File: config.mk
export PLATFORM = sky130hd
export DESIGN_NAME = dino_jump_ctrl
export DESIGN_NICKNAME = d
export VERILOG_FILES = /design/src/rtl/dino_jump_ctrl.sv
export SDC_FILE = /design/constraint.sdc
export NUM_CORES = 1
export LEC_CHECK = 0
export CORE_MARGIN = 2
export CORE_UTILIZATION = 48
export DETAILED_ROUTE_END_ITERATION = 16
export PLACE_DENSITY = 0.87
export SETUP_SLACK_MARGIN = 0.2
export SYNTH_ARGS = -nofsm -noshare
export SYNTH_HDL_FRONTEND = slang
export SYNTH_SLANG_ARGS = --single-unit
File: constraint.sdc
create_clock -name clk -period 2.77 [get_ports clk]
set_clock_uncertainty 0.1 [all_clocks]
set_input_delay 0.554 -clock clk [delete_from_list [all_inputs] [get_ports clk]]
set_output_delay 0.554 -clock clk [all_outputs]
set_load 0.005 [all_outputs]
File: src/rtl/dino_jump_ctrl.sv
// Per-frame dino sprite motion: ground/rise/fall FSM driven by a jump button.
// Optional: define VARIABLE_JUMP_EN for short hops on early button release.
module dino_jump_ctrl #(
  parameter int X_POS      = 100,
  parameter int GROUND_Y   = 400,
  parameter int JUMP_V     = 16,
  parameter int GRAVITY    = 1,
  parameter int MAX_FALL_V = 16,
  parameter int CUT_V      = 4
) (
  input  logic       clk,
  input  logic       reset,
  input  logic       frame_tick,
  input  logic       jump_btn,
  input  logic       freeze,
  output logic [9:0] x_desired,
  output logic [9:0] y_desired,
  output logic [1:0] state,
  output logic       airborne,
  output logic       landed,
  output logic [7:0] jump_count
);

  typedef enum logic [1:0] {
    GROUND = 2'd0,
    RISE   = 2'd1,
    FALL   = 2'd2
  } st_e;

  localparam logic [9:0]        GY_C   = 10'(GROUND_Y);
  localparam logic [9:0]        TKOF_Y = 10'(GROUND_Y - JUMP_V);
  localparam logic signed [7:0] V0_C   = 8'(JUMP_V - GRAVITY);
  localparam logic signed [8:0] GRAV_C = 9'(GRAVITY);
  localparam logic signed [8:0] VMIN_C = 9'(-MAX_FALL_V);

  st_e               st_q, st_d;
  logic [9:0]        y_q, y_d;
  logic signed [7:0] vel_q, vel_d;
  logic              pend_q, pend_d;
  logic              landed_q, landed_d;
  logic [7:0]        cnt_q, cnt_d;
  logic              btn_q;

  logic               edge_w, tick_w, req_w;
  logic signed [7:0]  vuse;
  logic signed [10:0] ny;
  logic signed [8:0]  nv;

  assign edge_w = jump_btn & ~btn_q;
  assign tick_w = frame_tick & ~freeze;
  assign req_w  = pend_q | edge_w;

  always_comb begin
    st_d     = st_q;
    y_d      = y_q;
    vel_d    = vel_q;
    cnt_d    = cnt_q;
    landed_d = 1'b0;
    pend_d   = ~freeze & ~frame_tick & req_w;
    vuse     = vel_q;
`ifdef VARIABLE_JUMP_EN
    // Early release clamps the rise speed for a short hop.
    if (st_q == RISE && !jump_btn && vel_q > 8'(CUT_V))
      vuse = 8'(CUT_V);
`endif
    ny = $signed({1'b0, y_q}) - $signed({{3{vuse[7]}}, vuse});
    nv = $signed({vuse[7], vuse}) - GRAV_C;
    if (nv < VMIN_C)
      nv = VMIN_C;
    if (tick_w) begin
      unique case (st_q)
        GROUND: begin
          if (req_w) begin
            y_d   = TKOF_Y;
            vel_d = V0_C;
            st_d  = (V0_C > 8'sd0) ? RISE : FALL;
            if (cnt_q != 8'hFF)
              cnt_d = cnt_q + 8'd1;
          end
        end
        RISE, FALL: begin
          if (ny[10]) begin
            y_d   = '0;
            vel_d = '0;
            st_d  = FALL;
          end else if (vuse <= 8'sd0 &&
                       ny >= $signed({1'b0, GY_C})) begin
            y_d      = GY_C;
            vel_d    = '0;
            st_d     = GROUND;
            landed_d = 1'b1;
          end else begin
            y_d   = ny[9:0];
            vel_d = nv[7:0];
            st_d  = (nv > 9'sd0) ? RISE : FALL;
          end
        end
        default: begin
          st_d = GROUND;
        end
      endcase
    end
  end

  always_ff @(posedge clk or posedge reset) begin
    if (reset) begin
      st_q     <= GROUND;
      y_q      <= GY_C;
      vel_q    <= '0;
      pend_q   <= 1'b0;
      landed_q <= 1'b0;
      cnt_q    <= '0;
      btn_q    <= 1'b0;
    end else begin
      st_q     <= st_d;
      y_q      <= y_d;
      vel_q    <= vel_d;
      pend_q   <= pend_d;
      landed_q <= landed_d;
      cnt_q    <= cnt_d;
      btn_q    <= jump_btn;
    end
  end

  assign x_desired  = 10'(X_POS);
  assign y_desired  = y_q;
  assign state      = st_q;
  assign airborne   = (st_q != GROUND);
  assign landed     = landed_q;
  assign jump_count = cnt_q;

endmodule
# Yosys cells after proc, flatten, opt, wreduce, memory -nomap -nowiden
# Cells that the tools add are included.
# word_totals
register_bits	31
inputBits	5
out_inout_bits	32
elab_cells	52
# classes
addsub	3
order_cmp	4
n_eq_ne	4
mux	18
n_bitwise	8
reduce_logical	8
# op_table
cell	count
10-bit 2-to-1 mux	3
8-bit 2-to-1 mux	3
10-bit case mux with 2 select lines	1
8-bit case mux with 2 select lines	1
11-bit by 10-bit >= comparator with 1-bit output (second input constant)	1
11-bit by 8-bit subtractor with 11-bit output	1
9-bit by 1-bit > comparator with 1-bit output (second input constant)	1
9-bit by 5-bit < comparator with 1-bit output (second input constant)	1
9-bit 2-to-1 mux	1
8-bit by 2-bit subtractor with 9-bit output (second input constant)	1
8-bit by 1-bit adder with 8-bit output (second input constant)	1
8-bit by 1-bit <= comparator with 1-bit output (second input constant)	1
2-bit 2-to-1 mux	4
8-bit inequality test (second input constant)	1
1-bit AND	4
1-bit 2-to-1 mux	4
2-bit case mux with 2 select lines	1
4-bit AND reduction	1
2-bit nonzero test	2
1-bit inverter	3
3-bit AND reduction	1
2-bit by 1-bit equality test with 1-bit output (second input constant)	1
2-bit equality test (second input constant)	1
2-bit zero test	1
other kinds (5)	5

# Depth between registers and ports, before layout
# Gate-level depths: netlist (run 1).
# logic_depth
ltp_word	8
mapped_depth	14
depth_no_buf	13

# Worst setup path before layout (run 1)
# No wires, ideal clock.
# synth_timing
path_type	reg-to-reg
startpoint	register vel_q[1]
endpoint	register st_q[0], in the netlist state[0]
setup_time_ns	0.121
arrival_ns	2.606
required_ns	2.549
slack_ns	-0.057
path_stages_with_launch	15
path_buffers	1
period_less_slack_ns	2.827
path_cell_list	dfrtp_1 inv_1 ha_1 nand2_2 nor2_4 nand2_2 o21ai_4 inv_2 ha_1 buf_1 nor4b_1 nand3_1 o311a_1 and4b_1 o22a_1
# synth_between
elab_chain_cells	8
elab_cells_between_ends	12
cone_classes	add/sub: 2; order compare: 4; mux: 5; reduce/logical: 1
# synth_rtl
item	line_no	source
start: declaration	38	logic signed [7:0] vel_q, vel_d;
start signal: assignment	117	vel_q <= vel_d;
8-bit by 2-bit subtractor with 9-bit output	67	nv = $signed({vuse[7], vuse}) - GRAV_C;
9-bit by 5-bit < comparator with 1-bit output	68	if (nv < VMIN_C)
9-bit 2-to-1 mux	68	
9-bit by 1-bit > comparator with 1-bit output	95	st_d = (nv > 9'sd0) ? RISE : FALL;
2-bit 2-to-1 mux	95	
2-bit 2-to-1 mux	86	end else if (vuse <= 8'sd0 &&
2-bit 2-to-1 mux *	82	if (ny[10]) begin
2-bit case mux with 2 select lines *	71	unique case (st_q)
end signal: assignment	115	st_q <= st_d;
end: declaration	36	st_e st_q, st_d;
# Mark *: on every way between the ends. The rest lies on a longest branch, timed or not.
# A chain may end at the register's enable or synchronous reset.

# Final worst setup path (run 1)
# layout_timing
startpoint	register vel_q[0]
endpoint	register st_q[0], in the netlist state[0]
# Same word-level chain as after synthesis.

==> Flow_metrics.wiki, run 1 <==
{| class="wikitable"
! Metric !! Value
|-
| Worst-Skew Late Latency || 300 ps
|-
| Violated checks || negative setup slack
|-
| Final std cell area, no fill || 3110 um2
|-
| Number of global-route vias before repair || 2050
|-
| Floorplan die width || 71.8 um
|-
| Vias || 2168
|-
| Post-synthesis average cell area || 9.20 um2
|-
| Layout-stage area growth over the synthesis result || 40.6%
|-
| Cell Count Post-Placement || 326
|-
| Initial antenna violation count || 0
|-
| Cell family contributing the most delay on the critical path || compound AO/OA/AOI/OAI gates
|-
| GRT Util Overall || 0.233
|-
| Leading register cell type out of synthesis || sky130_fd_sc_hd__dfrtp_1
|-
| Final setup violation count || 1
|-
| Synth cell types || 58
|-
| Max Fclk || 360 MHz
|-
| Clock tree from TritonCTS || yes
|-
| HPWL Detailed || 3890 um
|-
| Number of cell rows || 24
|-
| Total I/O pin count || 37
|-
| Buf+Inv Stages, Crit Path || 1
|-
| Asr flop ratio synth || 1.00
|-
| Remaining global-route overflow || 0
|-
| Critical-path maximum fanout || 6
|-
| Number of detailed-routing iterations run before antenna repair || 5
|-
| H-tree lvl count || 2
|-
| Final cell count without fillers || 351
|-
| Die ar. || 5160 um2
|-
| Post-route DRC || 0
|-
| Clock buffer count from CTS || 5
|-
| Tmin final || 2780 ps
|-
| Cell with the biggest individual delay on the critical path || sky130_fd_sc_hd__dfrtp_2
|-
| Critical path startpoint category || flip-flop
|-
| Worst Path Required || 2900 ps
|-
| Clock transition at the register clock pins on the worst setup and hold paths after CTS || 70 ps
|-
| Hold Fails Final Rpt || 0
|-
| Number of port buffers || 26
|-
| Leakage || 1.34 nW
|-
| Final estimated routing congestion in global placement || 0.876
|-
| Initial Util || 0.504
|-
| Data arrival time of the worst path || 2910 ps
|-
| Ant. Diodes || 0
|-
| Worst vdd ir || 0.607 mV
|-
| Routed length per instance || 19.5 um
|-
| Post-detailed-routing wire length || 6850 um
|-
| DRC violation total after the first TritonRoute iteration || 287
|-
| Power per cell area || 1350 nW/um2
|-
| Gate Count Post-Synth || 240
|-
| DIE HEIGHT || 71.8 um
|-
| Kind of end point of the critical path || flip-flop
|-
| Routed via count divided by cell count || 6.18
|-
| Buffer depth of the longest clock path || 2
|-
| Pin count of the biggest net entering global routing || 32
|-
| Slowest cell delay on critical path || 450 ps
|-
| Layout cell share with drive strength beyond 1 || 0.344
|-
| Placeable core region || 4380 um2
|-
| Result of the run || finished with violations
|-
| Post-Place Worst Slack || -14.2 ps
|-
| Netlist area before placement || 2210 um2
|-
| Final period util || 1.00
|-
| Clock sinks || 31
|-
| Hold Worst Slack || 403 ps
|-
| Fin nets || 319
|-
| Synthesized flop and latch total || 31
|-
| Setup repair after global routing missed its margin || true
|-
| Final Max Tran Viols || 0
|-
| Cells along the critical path || ha_2, fa_2, nor2b_4, o21ai_0, nand2b_1, mux2i_1, o2111ai_2, a41oi_2, buf_6, and4b_1, o22a_1
|-
| Root Driver || sky130_fd_sc_hd__clkbuf_8
|-
| Post-synth EDFFs || 0
|-
| Antenna-violating nets left || 0
|-
| Synth Warn # || 0
|-
| Power after layout || 4.19 mW
|-
| Number of maximum-capacitance violations || 0
|-
| Smallest setup slack after layout || -6.50 ps
|-
| Portion of the post-synthesis area used by sequential elements || 0.353
|-
| Wire length of the first global-routing pass || 9480 um
|-
| Path class of the lowest-slack min-delay path || reg2reg
|-
| Setup Crit Path Kind || reg2reg
|-
| Placed cell areas || 2610 um2
|}
[synth_stat cells, types with 2 or more instances]
master | n | area share
sky130_fd_sc_hd__mux2i_1 | 2 | 0.0091
sky130_fd_sc_hd__a41oi_2 | 2 | 0.015
sky130_fd_sc_hd__nand2_1 | 20 | 0.034
sky130_fd_sc_hd__conb_1 | 2 | 0.0034
sky130_fd_sc_hd__xnor2_1 | 12 | 0.048
sky130_fd_sc_hd__o211ai_1 | 2 | 0.0068
sky130_fd_sc_hd__inv_1 | 17 | 0.029
sky130_fd_sc_hd__buf_1 | 2 | 0.0034
sky130_fd_sc_hd__o22ai_1 | 7 | 0.020
sky130_fd_sc_hd__nand2b_1 | 5 | 0.014
sky130_fd_sc_hd__nor3_1 | 8 | 0.018
sky130_fd_sc_hd__and3_1 | 3 | 0.0085
sky130_fd_sc_hd__nand2_2 | 2 | 0.0057
sky130_fd_sc_hd__buf_4 | 11 | 0.037
sky130_fd_sc_hd__a31oi_1 | 7 | 0.020
sky130_fd_sc_hd__nor2b_1 | 2 | 0.0057
sky130_fd_sc_hd__a21oi_1 | 17 | 0.039
sky130_fd_sc_hd__nand3_1 | 4 | 0.0091
sky130_fd_sc_hd__a21oi_2 | 2 | 0.0079
sky130_fd_sc_hd__o21ai_1 | 5 | 0.011
sky130_fd_sc_hd__nor3b_1 | 2 | 0.0068
sky130_fd_sc_hd__and2_1 | 2 | 0.0057
sky130_fd_sc_hd__dfstp_2 | 3 | 0.036
sky130_fd_sc_hd__ha_1 | 15 | 0.085
sky130_fd_sc_hd__dfrtp_1 | 28 | 0.32
sky130_fd_sc_hd__xor2_1 | 6 | 0.024
sky130_fd_sc_hd__o21ai_0 | 8 | 0.018
sky130_fd_sc_hd__a21o_1 | 2 | 0.0068
sky130_fd_sc_hd__nor2_1 | 12 | 0.020
sky130_fd_sc_hd__nor2_4 | 2 | 0.010
[flip-flops by register name, summed over array words and instances (netlist names)]
register / count
pend_q: 1
btn_q: 1
landed: 1
state: 2
jump_count: 8
vel_q: 8
y_desired: 10
[worst paths after layout]
path	endpoint	slack, ps	from	cells past startpoint
min in group asynchronous	y_desired[1]$_DFFE_PP0P_	540	reset	3
max in group asynchronous	y_desired[7]$_DFFE_PP1P_	1690	reset	3
worst min register to register	jump_count[4]$_DFFE_PP0P_	400	jump_count[4]$_DFFE_PP0P_	1
worst max register to register	state[0]$_DFFE_PP0P_	-7	vel_q[0]$_DFFE_PP0P_	11
worst min-delay path	jump_count[4]$_DFFE_PP0P_	400	jump_count[4]$_DFFE_PP0P_	1
worst max-delay path	state[0]$_DFFE_PP0P_	-7	vel_q[0]$_DFFE_PP0P_	11
[routing by layer]
metal / up-vias / GRT usage / wire, um
li1: 953 / - / -
met1: 1042 / 0.296 / 2780
met2: 135 / 0.385 / 3270
met3: 38 / 0.0520 / 506
met4: 0 / 0.0964 / 295
met5: - / 0 / 0
[power breakdown]
group	internal, mW	switching [mW]	leakage, nW
clock	0.291	0.186	0.0612
sequential	0.615	0.187	0.392
combinational	1.41	1.50	0.884
[what timing repair did]
action,4_1_cts,5_1_grt
resized for setup,16,30
pin swaps,10,9
buffers inserted,11,6
hold buffers,0,0
endpoints found under the setup margin,21,21
gates cloned,0,0
[final cells by class]
| cell class | instances | area (um2) |
|---|---|---|
| clock buffers | 6 | 82.6 |
| clock inverters | 2 | 35.0 |
| fillers | 298 | 1280 |
| inverters | 18 | 67.6 |
| multi-input cells | 183 | 1550 |
| flip-flops and latches | 31 | 782 |
| well taps | 52 | 65.1 |
| repair buffers | 59 | 519 |
[stage by stage]
stage / utilization / TNS, ps
2_1_floorplan: - / 0
6_report: 0.708 / -6.50
4_1_cts: 0.659 / 0
3_3_place_gp: 0.595 / -3.49
5_1_grt: 0.708 / -295
3_5_place_dp: 0.595 / -14.2
[kinds of logic after synthesis]
group                    count (synthesis)  synth area share
adder cells (fa/ha/maj)                 16            0.0941
flip-flops                              31             0.353
multiplexers                             3            0.0142
other                                    2           0.00340
AO/OA/AOI/OAI                           64             0.203
buffers and inverters                   34            0.0804
AND/OR/NAND/NOR                         72             0.181
XOR/XNOR                                18            0.0714
[cells in the final DEF, fill, tap and decap left out, types with 3 or more instances in the layout]
cell,Yosys,layout
sky130_fd_sc_hd__buf_4,11,30
sky130_fd_sc_hd__dfrtp_1,28,26
sky130_fd_sc_hd__clkdlybuf4s50_1,0,26
sky130_fd_sc_hd__nand2_1,20,20
sky130_fd_sc_hd__a21oi_1,17,14
sky130_fd_sc_hd__nor2_1,12,12
sky130_fd_sc_hd__inv_1,17,10
sky130_fd_sc_hd__conb_1,2,10
sky130_fd_sc_hd__xnor2_1,12,9
sky130_fd_sc_hd__inv_2,1,8
sky130_fd_sc_hd__o21ai_0,8,8
sky130_fd_sc_hd__nor3_1,8,7
sky130_fd_sc_hd__ha_1,15,7
sky130_fd_sc_hd__ha_4,0,7
sky130_fd_sc_hd__xor2_1,6,6
sky130_fd_sc_hd__a31oi_1,7,6
sky130_fd_sc_hd__clkbuf_8,0,6
sky130_fd_sc_hd__o22ai_2,0,5
sky130_fd_sc_hd__nand2b_1,5,4
sky130_fd_sc_hd__a21oi_2,2,4
sky130_fd_sc_hd__o21ai_2,0,4
sky130_fd_sc_hd__nand3_1,4,3
sky130_fd_sc_hd__and3_1,3,3
sky130_fd_sc_hd__buf_6,1,3
sky130_fd_sc_hd__dfstp_2,3,3
Power figures use the tool's default switching activity.
==> run 2, diff against run 1 <==
- CTS_CLUSTER_SIZE: unset -> 10
- GPL_TIMING_DRIVEN: unset -> 0
==> run 2 against run 1 <==
The flow still finishes with violations (negative setup slack). Power grew 3.8%. Clock power is essentially flat. Largest power group unchanged. Cell count grew 5.4%. Largest cell class unchanged.
==> Flow_metrics.wiki, run 2 (synthesized netlist as in run 1, its figures left out) <==
{| class="wikitable"
! Metric !! Value
|-
| Layout cell share with drive strength beyond 1 || 0.362 (+0.0172)
|-
| Number of buffers added to fix hold violations after cts || 0 (unchanged)
|-
| Buffer depth of the longest clock path || 2 (unchanged)
|-
| Number of maximum-capacitance violations || 0 (unchanged)
|-
| Proportion of power drawn by the clock network || 0.109 (-0.005)
|-
| Worst vdd ir || 0.686 mV (+13%)
|-
| Tmin final || 2830 ps (+53.8 ps)
|-
| Remaining global-route overflow || 0 (unchanged)
|-
| Leakage || 1.43 nW (+7.1%)
|-
| Final std cell area, no fill || 3250 um2 (+4.5%)
|-
| Number of global-route vias before repair || 2035 (-0.73%)
|-
| Worst Path Required || 2860 ps (-40 ps)
|-
| Smallest setup slack after layout || -60.3 ps (-53.8 ps)
|-
| Cell Count Post-Placement || 326 (unchanged)
|-
| Path class of the lowest-slack min-delay path || reg2reg
|-
| Root Driver || sky130_fd_sc_hd__clkbuf_8
|-
| GRT Util Overall || 0.226 (-0.00687)
|-
| Total I/O pin count || 37 (unchanged)
|-
| Initial Util || 0.504 (unchanged)
|-
| Clock tree from TritonCTS || yes
|-
| Clock sinks || 31 (unchanged)
|-
| Final cell count without fillers || 370 (+5.4%)
|-
| Tightest slew margin relative to the limit || 0.207
|-
| Violated checks || negative setup slack
|-
| Vias || 2181 (+0.60%)
|-
| Result of the run || finished with violations
|-
| Data arrival time of the worst path || 2920 ps (about the same)
|-
| Clock transition at the register clock pins on the worst setup and hold paths after CTS || 70 ps (about the same)
|-
| Number of detailed-routing iterations run before antenna repair || 5 (unchanged)
|-
| Hold Fails Final Rpt || 0 (unchanged)
|-
| Fraction of power consumed by sequential logic || 0.184 (-0.007)
|-
| Antenna-violating nets left || 0 (unchanged)
|-
| Most common cell after layout, fill and taps aside || sky130_fd_sc_hd__buf_4
|-
| Routed length per instance || 18.9 um (-3.4%)
|-
| DIE HEIGHT || 71.8 um (unchanged)
|-
| Fillcell total || 254 (-15%)
|-
| Post-detailed-routing wire length || 6980 um (+1.9%)
|-
| Floorplan die width || 71.8 um (unchanged)
|-
| Post-route DRC || 0 (unchanged)
|-
| H-tree lvl count || 2 (unchanged)
|-
| Power per cell area || 1340 nW/um2 (-0.68%)
|-
| Switching Share || 0.440 (-0.00633)
|-
| Logic pwr share || 0.706 (+0.011)
|-
| Setup repair after global routing missed its margin || true
|-
| Multi-input logic area || 1540 um2 (-1.2%)
|-
| Hold Worst Slack || 393 ps (-10.4 ps)
|-
| Reported net switching power || 1.91 mW (+2.3%)
|-
| Placed cell areas || 2610 um2 (about the same)
|-
| Fin nets || 338 (+6.0%)
|-
| Max Fclk || 353 MHz (-1.9%)
|-
| Final estimated routing congestion in global placement || 0.863 (-1.5%)
|-
| Combined flip-flop and latch cell area || 785 um2 (+0.32%)
|-
| DRC violation total after the first TritonRoute iteration || 208 (-28%)
|-
| Setup Crit Path Kind || reg2reg
|-
| Die ar. || 5160 um2 (unchanged)
|-
| Number of flip-flops in the largest register || 10 (unchanged)
|-
| Clock buffer count from CTS || 5 (unchanged)
|-
| Kind of end point of the critical path || flip-flop
|-
| Final period util || 1.02 (+0.0194)
|-
| Commonest cells after routing, fill and taps aside || sky130_fd_sc_hd__buf_4, sky130_fd_sc_hd__clkdlybuf4s50_1, sky130_fd_sc_hd__dfrtp_1, sky130_fd_sc_hd__nand2_1, sky130_fd_sc_hd__a21oi_1
|-
| HPWL Detailed || 3530 um (-9.3%)
|-
| Wire length of the first global-routing pass || 9170 um (-3.3%)
|-
| Initial antenna violation count || 0 (unchanged)
|-
| Critical-path maximum fanout || 5 (-1)
|-
| Pin count of the biggest net entering global routing || 32 (unchanged)
|-
| Routed via count divided by cell count || 5.89 (-4.6%)
|-
| Final setup violation count || 6 (+5)
|-
| Worst-Skew Late Latency || 300 ps (about the same)
|-
| Transition time at the pin with the least slew margin || 1190 ps
|-
| Critical path startpoint category || flip-flop
|-
| Ant. Diodes || 0 (unchanged)
|-
| Number of cell rows || 24 (unchanged)
|-
| Layout-stage area growth over the synthesis result || 47.0%
|-
| Placeable core region || 4380 um2 (unchanged)
|-
| Power Internal || 2.43 mW (+5.0%)
|-
| Final Max Tran Viols || 0 (unchanged)
|-
| Number of port buffers || 26 (unchanged)
|}
==> run 2: layout make-up <==
| type | count | area share |
|---|---|---|
| clock inverter | 2 | 0.0108 |
| buffer | 16 | 0.0393 |
| tap | 52 | 0.0200 |
| inverter | 18 | 0.0216 |
| sequential | 31 | 0.242 |
| clock buffer | 6 | 0.0254 |
| timing repair buffer | 61 | 0.168 |
| multi-input combinational | 184 | 0.473 |
==> run 2: layer usage <==
layer / vias up / track usage / share of wire
met5: - / 0 / 0
met3: 33 / 0.0520 / 0.061
li1: 981 / - / -
met4: 0 / 0.0818 / 0.037
met2: 120 / 0.389 / 0.49
met1: 1047 / 0.277 / 0.41
==> run 2: power groups by stage <==
stage / sequential, mW / clock, mW / combinational [mW]
2_1_floorplan: 0.755 / 0 / 1.47
3_3_place_gp: 0.770 / 0 / 1.93
3_5_place_dp: 0.776 / 0 / 1.99
4_1_cts: 0.757 / 0.476 / 2.38
5_1_grt: 0.815 / 0.502 / 3.24
6_report: 0.802 / 0.476 / 3.07
==> run 2: path summary, 6_finish.rpt <==
path                                           start                   endpoint  slack (ps)  cells after the start
max in group asynchronous                      reset       vel_q[4]$_DFFE_PP0P_        1000                      2
min                        jump_count[4]$_DFFE_PP0P_  jump_count[4]$_DFFE_PP0P_         390                      1
max                             vel_q[0]$_DFFE_PP0P_       vel_q[7]$_DFFE_PP0P_         -60                     11
max reg2reg                     vel_q[0]$_DFFE_PP0P_       vel_q[7]$_DFFE_PP0P_         -60                     11
min in group asynchronous                      reset   y_desired[2]$_DFFE_PP0P_         770                      2
min reg2reg                jump_count[4]$_DFFE_PP0P_  jump_count[4]$_DFFE_PP0P_         390                      1
==> run 2: stage by stage <==
| step | util | TNS, ps | power (mW) | setup slack [ps] |
|---|---|---|---|---|
| after detailed placement | 0.595 | -672 | 2.76 | -115 |
| after floorplan | - | 0 | 2.23 | 102 |
| after CTS | 0.680 | 0 | 3.61 | 105 |
| after global routing | 0.740 | -1570 | 4.56 | -174 |
| after global placement | 0.595 | -490 | 2.70 | -125 |
| final | 0.740 | -203 | 4.35 | -60.3 |
==> run 2: worst max-delay path, cell delays in order (launching register included) <==
cell and delay [ps]:
sky130_fd_sc_hd__dfrtp_2 470, sky130_fd_sc_hd__ha_4 190, sky130_fd_sc_hd__fa_2 400, sky130_fd_sc_hd__nor2b_4 140
sky130_fd_sc_hd__o2111ai_2 160, sky130_fd_sc_hd__nand4_1 180, sky130_fd_sc_hd__a41oi_2 230, sky130_fd_sc_hd__xnor2_2 190
sky130_fd_sc_hd__buf_6 140, sky130_fd_sc_hd__nor2_4 210, sky130_fd_sc_hd__nand2_4 120, sky130_fd_sc_hd__o22ai_1 210
==> run 2: what timing repair did <==
item                       4_1_cts  5_1_grt
pin swaps                       11       33
cloned                           2        0
gates resized for setup         21       34
buffers inserted                21       13
setup endpoints to repair       21       21
